File: src/rtl/bits_please_pkg.sv
// Shared definitions for the BitsPlease pushbutton front end: FSM state
// encoding, board-clock timing defaults and a constant-width helper.
package bits_please_pkg;

  typedef enum logic [2:0] {
    IDLE       = 3'd0,
    DB_PRESS   = 3'd1,
    PRESSED    = 3'd2,
    REPEAT     = 3'd3,
    DB_RELEASE = 3'd4
  } btn_state_e;

  // Timing defaults for the 50 MHz board clock: 5 ms debounce,
  // 500 ms before the first auto-repeat, then one repeat every 100 ms.
  localparam int unsigned DEFAULT_DEBOUNCE_CYCLES = 250000;
  localparam int unsigned DEFAULT_REPEAT_DELAY    = 25000000;
  localparam int unsigned DEFAULT_REPEAT_PERIOD   = 5000000;

  // Ceiling log2, usable in constant expressions for sizing vectors.
  function automatic int unsigned clog2(input int unsigned value);
    int unsigned v;
    int unsigned r;
    v = (value > 0) ? value - 1 : 0;
    r = 0;
    while (v > 0) begin
      r = r + 1;
      v = v >> 1;
    end
    return r;
  endfunction

  // Largest of three values, used to size the shared per-button counter.
  function automatic int unsigned max3(input int unsigned a, input int unsigned b,
                                       input int unsigned c);
    int unsigned m;
    m = a;
    if (b > m) m = b;
    if (c > m) m = c;
    return m;
  endfunction

endpackage

File: src/rtl/button_fsm.sv
// One pushbutton: two-flop synchroniser, debounce/auto-repeat FSM and its
// saturating counter. Produces a one-cycle press pulse and the debounced level.
module button_fsm
  import bits_please_pkg::*;
#(
  parameter int unsigned DEBOUNCE_CYCLES = DEFAULT_DEBOUNCE_CYCLES,
  parameter int unsigned REPEAT_DELAY    = DEFAULT_REPEAT_DELAY,
  parameter int unsigned REPEAT_PERIOD   = DEFAULT_REPEAT_PERIOD,
  parameter bit          ACTIVE_LOW      = 1'b1
) (
  input  logic clk,
  input  logic rst,
  input  logic button_raw_i,
  input  logic repeat_en_i,
  output logic pulse_o,
  output logic held_o
);

  // One counter serves debounce, repeat delay and repeat period, so it is
  // sized for the largest of the three and saturates instead of wrapping.
  localparam int unsigned CNT_MAX = max3(DEBOUNCE_CYCLES, REPEAT_DELAY, REPEAT_PERIOD);
  localparam int unsigned CNT_W   = (clog2(CNT_MAX + 1) < 1) ? 1 : clog2(CNT_MAX + 1);

  localparam logic [CNT_W-1:0] CNT_SAT  = CNT_W'(CNT_MAX);
  localparam logic [CNT_W-1:0] DB_LIMIT = CNT_W'(DEBOUNCE_CYCLES);
  localparam logic [CNT_W-1:0] RD_LIMIT = CNT_W'(REPEAT_DELAY);
  localparam logic [CNT_W-1:0] RP_LIMIT = CNT_W'(REPEAT_PERIOD);

  logic             meta_q;
  logic             sync_q;
  logic             pressed;
  btn_state_e       state_q;
  logic [CNT_W-1:0] cnt_q;
  logic [CNT_W-1:0] cnt_inc;
  logic             pulse_q;
  logic             held_q;

  // Two-stage synchroniser; reset parks both flops at the released level.
  always_ff @(posedge clk or negedge rst) begin
    if (!rst) begin
      meta_q <= ACTIVE_LOW;
      sync_q <= ACTIVE_LOW;
    end else begin
      meta_q <= button_raw_i;
      sync_q <= meta_q;
    end
  end

  assign pressed = sync_q ^ ACTIVE_LOW;
  assign cnt_inc = (cnt_q == CNT_SAT) ? cnt_q : cnt_q + CNT_W'(1);

  // Debounce/repeat FSM with registered pulse and held outputs.
  always_ff @(posedge clk or negedge rst) begin
    if (!rst) begin
      state_q <= IDLE;
      cnt_q   <= '0;
      pulse_q <= 1'b0;
      held_q  <= 1'b0;
    end else begin
      pulse_q <= 1'b0;
      case (state_q)
        IDLE: begin
          if (pressed) begin
            if (DEBOUNCE_CYCLES <= 1) begin
              state_q <= PRESSED;
              held_q  <= 1'b1;
              pulse_q <= 1'b1;
              cnt_q   <= '0;
            end else begin
              state_q <= DB_PRESS;
              cnt_q   <= CNT_W'(1);
            end
          end
        end
        DB_PRESS: begin
          if (!pressed) begin
            state_q <= IDLE;
            cnt_q   <= '0;
          end else if (cnt_inc >= DB_LIMIT) begin
            state_q <= PRESSED;
            held_q  <= 1'b1;
            pulse_q <= 1'b1;
            cnt_q   <= '0;
          end else begin
            cnt_q <= cnt_inc;
          end
        end
        PRESSED, REPEAT: begin
          if (!pressed) begin
            if (DEBOUNCE_CYCLES <= 1) begin
              state_q <= IDLE;
              held_q  <= 1'b0;
              cnt_q   <= '0;
            end else begin
              state_q <= DB_RELEASE;
              cnt_q   <= CNT_W'(1);
            end
          end else if (repeat_en_i) begin
            if (cnt_inc >= ((state_q == PRESSED) ? RD_LIMIT : RP_LIMIT)) begin
              state_q <= REPEAT;
              pulse_q <= 1'b1;
              cnt_q   <= '0;
            end else begin
              cnt_q <= cnt_inc;
            end
          end
        end
        DB_RELEASE: begin
          if (pressed) begin
            state_q <= PRESSED;
            cnt_q   <= '0;
          end else if (cnt_inc >= DB_LIMIT) begin
            state_q <= IDLE;
            held_q  <= 1'b0;
            cnt_q   <= '0;
          end else begin
            cnt_q <= cnt_inc;
          end
        end
        default: begin
          state_q <= IDLE;
          held_q  <= 1'b0;
          cnt_q   <= '0;
        end
      endcase
    end
  end

  assign pulse_o = pulse_q;
  assign held_o  = held_q;

endmodule

File: src/rtl/button_router.sv
// N debounced pushbuttons routed to one of M consumer channels, with a
// lock-out so a button held across a select change never leaks pulses
// into the newly selected consumer.
module button_router
  import bits_please_pkg::*;
#(
  parameter int unsigned NUM_BUTTONS     = 3,
  parameter int unsigned NUM_CHANNELS    = 4,
  parameter int unsigned SEL_W           = 2,
  parameter int unsigned DEBOUNCE_CYCLES = DEFAULT_DEBOUNCE_CYCLES,
  parameter int unsigned REPEAT_DELAY    = DEFAULT_REPEAT_DELAY,
  parameter int unsigned REPEAT_PERIOD   = DEFAULT_REPEAT_PERIOD,
  parameter bit          ACTIVE_LOW      = 1'b1
) (
  input  logic                                clk,
  input  logic                                rst,
  input  logic [NUM_BUTTONS-1:0]              buttons_raw,
  input  logic [SEL_W-1:0]                    channel_select,
  input  logic [NUM_BUTTONS-1:0]              repeat_en,
  output logic [NUM_CHANNELS*NUM_BUTTONS-1:0] pulses_out,
  output logic [NUM_BUTTONS-1:0]              held,
  output logic                                locked
);

  logic [NUM_BUTTONS-1:0]              raw_pulse;
  logic [SEL_W-1:0]                    sel_q;
  logic [SEL_W-1:0]                    sel_d;
  logic                                locked_q;
  logic                                locked_d;
  logic [NUM_CHANNELS*NUM_BUTTONS-1:0] pulses_q;
  logic [NUM_CHANNELS*NUM_BUTTONS-1:0] pulses_d;

  for (genvar gb = 0; gb < NUM_BUTTONS; gb++) begin : g_button
    button_fsm #(
      .DEBOUNCE_CYCLES(DEBOUNCE_CYCLES),
      .REPEAT_DELAY   (REPEAT_DELAY),
      .REPEAT_PERIOD  (REPEAT_PERIOD),
      .ACTIVE_LOW     (ACTIVE_LOW)
    ) u_fsm (
      .clk         (clk),
      .rst         (rst),
      .button_raw_i(buttons_raw[gb]),
      .repeat_en_i (repeat_en[gb]),
      .pulse_o     (raw_pulse[gb]),
      .held_o      (held[gb])
    );
  end

  // Next select, lock state and routed pulses; a pulse follows the new
  // select unless this same edge is setting the lock.
  always_comb begin
    sel_d    = channel_select;
    locked_d = locked_q;
    pulses_d = '0;
    if ((sel_d != sel_q) && (|held)) begin
      locked_d = 1'b1;
    end else if (!(|held)) begin
      locked_d = 1'b0;
    end
    if (!locked_d) begin
      for (int c = 0; c < NUM_CHANNELS; c++) begin
        if (sel_d == SEL_W'(c)) begin
          pulses_d[c*NUM_BUTTONS +: NUM_BUTTONS] = raw_pulse;
        end
      end
    end
  end

  // Register select, lock and the routed pulse vector.
  always_ff @(posedge clk or negedge rst) begin
    if (!rst) begin
      sel_q    <= '0;
      locked_q <= 1'b0;
      pulses_q <= '0;
    end else begin
      sel_q    <= sel_d;
      locked_q <= locked_d;
      pulses_q <= pulses_d;
    end
  end

  assign pulses_out = pulses_q;
  assign locked     = locked_q;

endmodule

File: config.mk
export PLATFORM = sky130hd
export DESIGN_NAME = button_router
export DESIGN_NICKNAME = d
export VERILOG_FILES = /design/src/rtl/bits_please_pkg.sv /design/src/rtl/button_fsm.sv /design/src/rtl/button_router.sv
export SDC_FILE = /design/constraint.sdc
export NUM_CORES = 1
export LEC_CHECK = 0
export CAP_MARGIN = 20
export CORE_ASPECT_RATIO = 0.9
export CORE_MARGIN = 2
export CORE_UTILIZATION = 63
export DETAILED_ROUTE_END_ITERATION = 6
export GPL_ROUTABILITY_DRIVEN = 0
export PLACE_DENSITY = 0.81
export SYNTH_ARGS = -nofsm -noshare
export SYNTH_HDL_FRONTEND = slang
export SYNTH_SLANG_ARGS = --single-unit
export TNS_END_PERCENT = 5
File: constraint.sdc
create_clock -name clk -period 5.1 [get_ports clk]
set_clock_uncertainty 0.1 [all_clocks]
set_input_delay 1.53 -clock clk [delete_from_list [all_inputs] [get_ports clk]]
set_output_delay 1.53 -clock clk [all_outputs]
set_load 0.005 [all_outputs]
==> metrics <==
Post-CTS Setup Inserts=0; layout net count=1,072; Max Fclk=0.223 GHz; WP buf/inv=1; Reg clk slew, reported paths=0.09 ns; Comb pwr share=0.133; ant diodes=0; Max FO, Critical Path=14; CP Capture Type=flop; final core utilization=0.685; Initial Utilization=0.649; Setup TNS=0 ns; layout cells sized above 1=0.0964; Yosys cell types=95; sequential cell area fraction in the yosys report=0.319; Final WS setup=0.618 ns; initial antenna violation count=0; cts repair resizes=0; Switching Fraction=0.318; Rel. slew slack=0.319; Clk Latency, worst-skew pair=0.38 ns; row count=40; Die Area=14,800 um^2; gr usage total=0.294; Tcrit/Tclk final=0.879; Antenna Violating Nets Remaining=0; Num CTS Buffers=9; CP delay by family, top=compound AO/OA/AOI/OAI gates; DRT Wirelength=21.1 mm; vias post-DR=7,939; worst vdd ir=170 uV; RSZ-0062 raised after global routing=no; synthesis-stage register bit count=111; final hold vios=0; YS warnings=0; H-tree depth=3; filler instances=1,111; die height=116 um; total grt overflow=0; detailed placer's ending HPWL=14.8 mm; Setup-failing EPs final=0; Root Driver=clkbuf_16; DRT iter0 DRCs=833; number of synthesized flops with an enable pin=0; Mapped Cells=1,070; TritonCTS clock tree=done; worst slew pin tran=1.02 ns; Via density=6.59; Leakage Power=0.00382 uW; Async SR Flop Fraction=1.00; Worst EP arrival=4.66 ns; Top FF cell, synth=dfrtp_1; Mapped Area=8740 um^2; pwr/cell area=215 nW/um^2; Avg Inst Size Synth=8.17 um^2; kind of critical path=flop to flop; Psw=631 uW; DRT Pass-1 Iters=6; max-cap violation count=0; Clock Tree Buf Depth=2; highest cell delay on the worst timing path=0.73 ns; Hold-fix buffers, CTS=0; area of the core=13,500 um^2; Residual DRC=0; # IOs=26; post-synthesis net count=1,110; Clk network pwr share=0.391; startpoint types=flop; Reg power frac=0.475; vias in the first global route=7,068; routed len/inst=17.5 um; HP Class=flop to flop; Post-Place Setup Slack=0.779 ns; CTS Sinks=111; synth-to-layout area growth=5.45%; port buffer count=25; Die X=128 um; crit path cell chain=nand4_1 -> buf_4 -> or3_1 -> o31ai_1 -> nand4_1 -> nor4_1 -> o21ai_1 -> a211oi_2 -> o21ai_1 -> o211ai_1; Max stage delay cell, worst path=a211oi_2; Worst EP required=5.28 ns; Int Power=1350 uW; largest net degree at the start of global routing=60; Tmin final=4.48 ns; global-route wire length before repair=35.6 mm; outcome=finished clean; most frequent cells in the layout=nand2_1 (138), dfrtp_1 (105), nor2_1 (68); Max Transition Viols Final=0; commonest non-fill, non-tap cell in the layout=nand2_1
-- stage by stage --
step           total power, uW  hold slack, ns  instance area (um^2)  instances
2_1_floorplan             1140           0.245                  8740       1070
3_3_place_gp              1210           0.246                  8890       1189
3_5_place_dp              1220           0.247                  8890       1189
4_1_cts                   1990           0.260                  9220       1205
5_1_grt                   2060           0.264                  9220       1205
6_report                  1980           0.260                  9220       1205
-- synth_stat cells, drive strengths merged (3+ instances only) --
library cell  number  share of area
nand2            139          0.061
dfrtp            105           0.30
nor2              72          0.034
o21ai             61          0.035
nor3              54          0.037
nand3             47          0.027
buf               46          0.031
clkbuf            44          0.019
inv               44          0.019
a21oi             39          0.022
nand4             38          0.034
nor4              34          0.035
ha                30          0.043
o211ai            29          0.028
xnor2             26          0.026
nor2b             17          0.012
and2              16          0.011
o221ai            15          0.015
xor2              14          0.014
a31oi             13         0.0093
or3               13         0.0093
and4              12          0.012
or4               11          0.010
a211oi            10         0.0092
and3              10         0.0072
o31ai              9         0.0077
or2                9         0.0064
mux2i              7         0.0080
nand2b             7         0.0050
dfstp              6          0.018
a2111oi            5         0.0066
a21boi             5         0.0043
a21o               5         0.0043
a211o              4         0.0040
nor3b              4         0.0034
nor4b              4         0.0047
o211a              4         0.0046
o21bai             4         0.0034
o22ai              4         0.0029
o2bb2ai            4         0.0040
o31a               4         0.0040
a221oi             3         0.0037
a22oi              3         0.0026
a311o              3         0.0036
nand3b             3         0.0026
-- registers in the layout, summed over array words and instances, names as in the netlist, 2 cells and up --
| name | count |
|---|---|
| g_button.u_fsm.cnt_q | 75 |
| pulses_out | 12 |
| g_button.u_fsm.pulse_o | 3 |
| sel_q | 2 |
| g_button.u_fsm.state_q | 9 |
| g_button.u_fsm.held_o | 3 |
| g_button.u_fsm.sync_q | 3 |
| g_button.u_fsm.meta_q | 3 |
-- power groups by stage --
stage / sequential (uW) / combinational, uW / clock [uW]
after floorplan: 935 / 204 / 0
after global placement: 957 / 254 / 0
after detailed placement: 957 / 260 / 0
after CTS: 940 / 262 / 789
after global routing: 947 / 295 / 816
final: 942 / 264 / 775
-- cells by family (layout without fill, tap and decap cells) --
kind of cell / Yosys count / after routing / synth area share
and+or+nand+nor: 498 / 498 / 0.320
AOI/OAI and AO/OA: 248 / 248 / 0.200
buffers and inverters: 135 / 102 / 0.0698
DFF: 111 / 111 / 0.319
xor gates and xnor gates: 40 / 40 / 0.0401
adders and majority gates: 30 / 30 / 0.0429
muxes: 8 / 8 / 0.00930
-- layer usage --
metal | global-route usage | vias up | wire (um)
li1 | - | 3852 | -
met1 | 0.439 | 3740 | 10000
met2 | 0.435 | 312 | 9120
met3 | 0.0600 | 35 | 1600
met4 | 0.0813 | 0 | 400
met5 | 0 | - | 0
-- layout make-up --
| class | count | area, um^2 | area share |
|---|---|---|---|
| inverter | 45 | 169 | 0.0183 |
| tap | 168 | 210 | 0.0228 |
| clock buffer | 9 | 225 | 0.0244 |
| sequential | 111 | 2790 | 0.302 |
| timing repair buffer | 41 | 368 | 0.0399 |
| multi-input combinational | 824 | 5350 | 0.581 |
| clock inverter | 7 | 109 | 0.0118 |
-- final timing paths --
path                                             from                     endpoint  slack, ns  cells after the start
setup / recovery           g_button[2].u_fsm.cnt_q[5]  g_button[2].u_fsm.cnt_q[22]       0.62                     10
hold / removal               g_button[1].u_fsm.meta_q     g_button[1].u_fsm.sync_q       0.26                      0
setup reg to reg           g_button[2].u_fsm.cnt_q[5]  g_button[2].u_fsm.cnt_q[22]       0.62                     10
hold reg to reg              g_button[1].u_fsm.meta_q     g_button[1].u_fsm.sync_q       0.26                      0
max in group asynchronous                         rst     g_button[1].u_fsm.sync_q       2.92                      2
min in group asynchronous                         rst  g_button[0].u_fsm.cnt_q[19]       1.10                      1
Power figures use the tool's default switching activity.
==> edit (config.mk and constraints unchanged) <==
`ACTIVE_LOW` is set to 1'b1 in 2 places; all go to 1'b0.
--- a/src/rtl/button_fsm.sv
+++ b/src/rtl/button_fsm.sv
@@ -8,3 +8,3 @@
   parameter int unsigned REPEAT_PERIOD   = DEFAULT_REPEAT_PERIOD,
-  parameter bit          ACTIVE_LOW      = 1'b1
+  parameter bit          ACTIVE_LOW      = 1'b0
 ) (
--- a/src/rtl/button_router.sv
+++ b/src/rtl/button_router.sv
@@ -12,3 +12,3 @@
   parameter int unsigned REPEAT_PERIOD   = DEFAULT_REPEAT_PERIOD,
-  parameter bit          ACTIVE_LOW      = 1'b1
+  parameter bit          ACTIVE_LOW      = 1'b0
 ) (
Formal check against the unedited RTL: same outputs for any inputs over 4 cycles, from zero or initial values and one cycle with rst low; that may be too few to reach the edited logic, so the function may still have changed.
==> edit against the unedited design <==
  * Die area is 2.5% lower
  * Wire length fell by 1.4%
  * Largest power group unchanged
  * Sequential power is 2.5% lower
  * First-iteration DRC count down 17%
  * Sequential cell count stayed put
  * Design area is 2.4% lower
  * Total power down 10%
  * Critical path type unchanged
  * Non-clock buffer count is 6 lower
  * Synthesized area is 2.6% lower
  * Setup slack got worse by 11 ps
==> edit: results (changes against the unedited design) <==
synth.top_cells.by_area: "dfrtp_1 (33%), nand2_1 (4.5%), ha_1 (4.4%), xnor2_1 (4.1%), o21ai_0 (3.7%)"
power_leakage_nw: 3.755  # -1.6%
synthXorXnorAreaFrac: 0.05143  # +0.01136
path_max_fanout: 17  # +3
muxShareOfSynthArea: 0.004849  # -0.004453
vias: 7875  # -0.81%
met2_usage: 0.4627  # +0.02728
buf_share: 0.03725  # -0.002649
min-delay-start: "g_button[2].u_fsm.meta_q$_DFF_PN0_"
grt_util_all_layers: 0.2951  # +0.0007333
final_layout_size_suffix_gt1_frac: 0.06299  # -0.03344
multi_input_cells: 805  # -2.3%
synth_compound_area_frac: 0.2072  # +0.007542
met3_length_um: 1475  # -7.8%
multi_input_area_share: 0.5768  # -0.003886
place_inst: 1168  # -1.8%
relSlewSlack: 0.4205  # +0.1012
slowest_delay_ps: 560  # -170 ps
seq_area_frac: 0.3085  # +0.006471
fin_cells: 1184  # -1.7%
critPathSlowestCell: "or4_1"
crit_arrival_ps: 4670  # about the same
run_status: "complete, no violations"
grt_use_met3: 0.05093  # -0.009084
dpl_cell_area_um2: 8700  # -2.1%
rr_startpoint: "g_button[1].u_fsm.cnt_q[0]$_DFFE_PN0P_"
edit: changes by cell type after synthesis, moves of 13 or more:
cell,unedited run,this run
nand2_1,138,102
o21ai_0,44,63
o211ai_1,24,6
o21ai_1,17,0
xnor2_1,26,40
nand2b_1,7,20
nor2b_1,17,4
edit: worst paths after layout:
kind | endpoint | slack (ps) | depth (start not counted)
setup / recovery | g_button[1].u_fsm.cnt_q[18]$_DFFE_PN0P_ | 610 | 13
hold / removal | g_button[2].u_fsm.pressed$_DFF_PN0_ | 260 | 0
setup reg to reg | g_button[1].u_fsm.cnt_q[18]$_DFFE_PN0P_ | 610 | 13
hold reg to reg | g_button[2].u_fsm.pressed$_DFF_PN0_ | 260 | 0
max in group asynchronous | g_button[0].u_fsm.cnt_q[20]$_DFFE_PN0P_ | 3090 | 2
min in group asynchronous | g_button[2].u_fsm.cnt_q[13]$_DFFE_PN0P_ | 1060 | 1
edit: report_power, final:
group / switching [mW] / internal, mW
combinational: 0.0966 / 0.0493
sequential: 0.0252 / 0.893
clock: 0.370 / 0.349
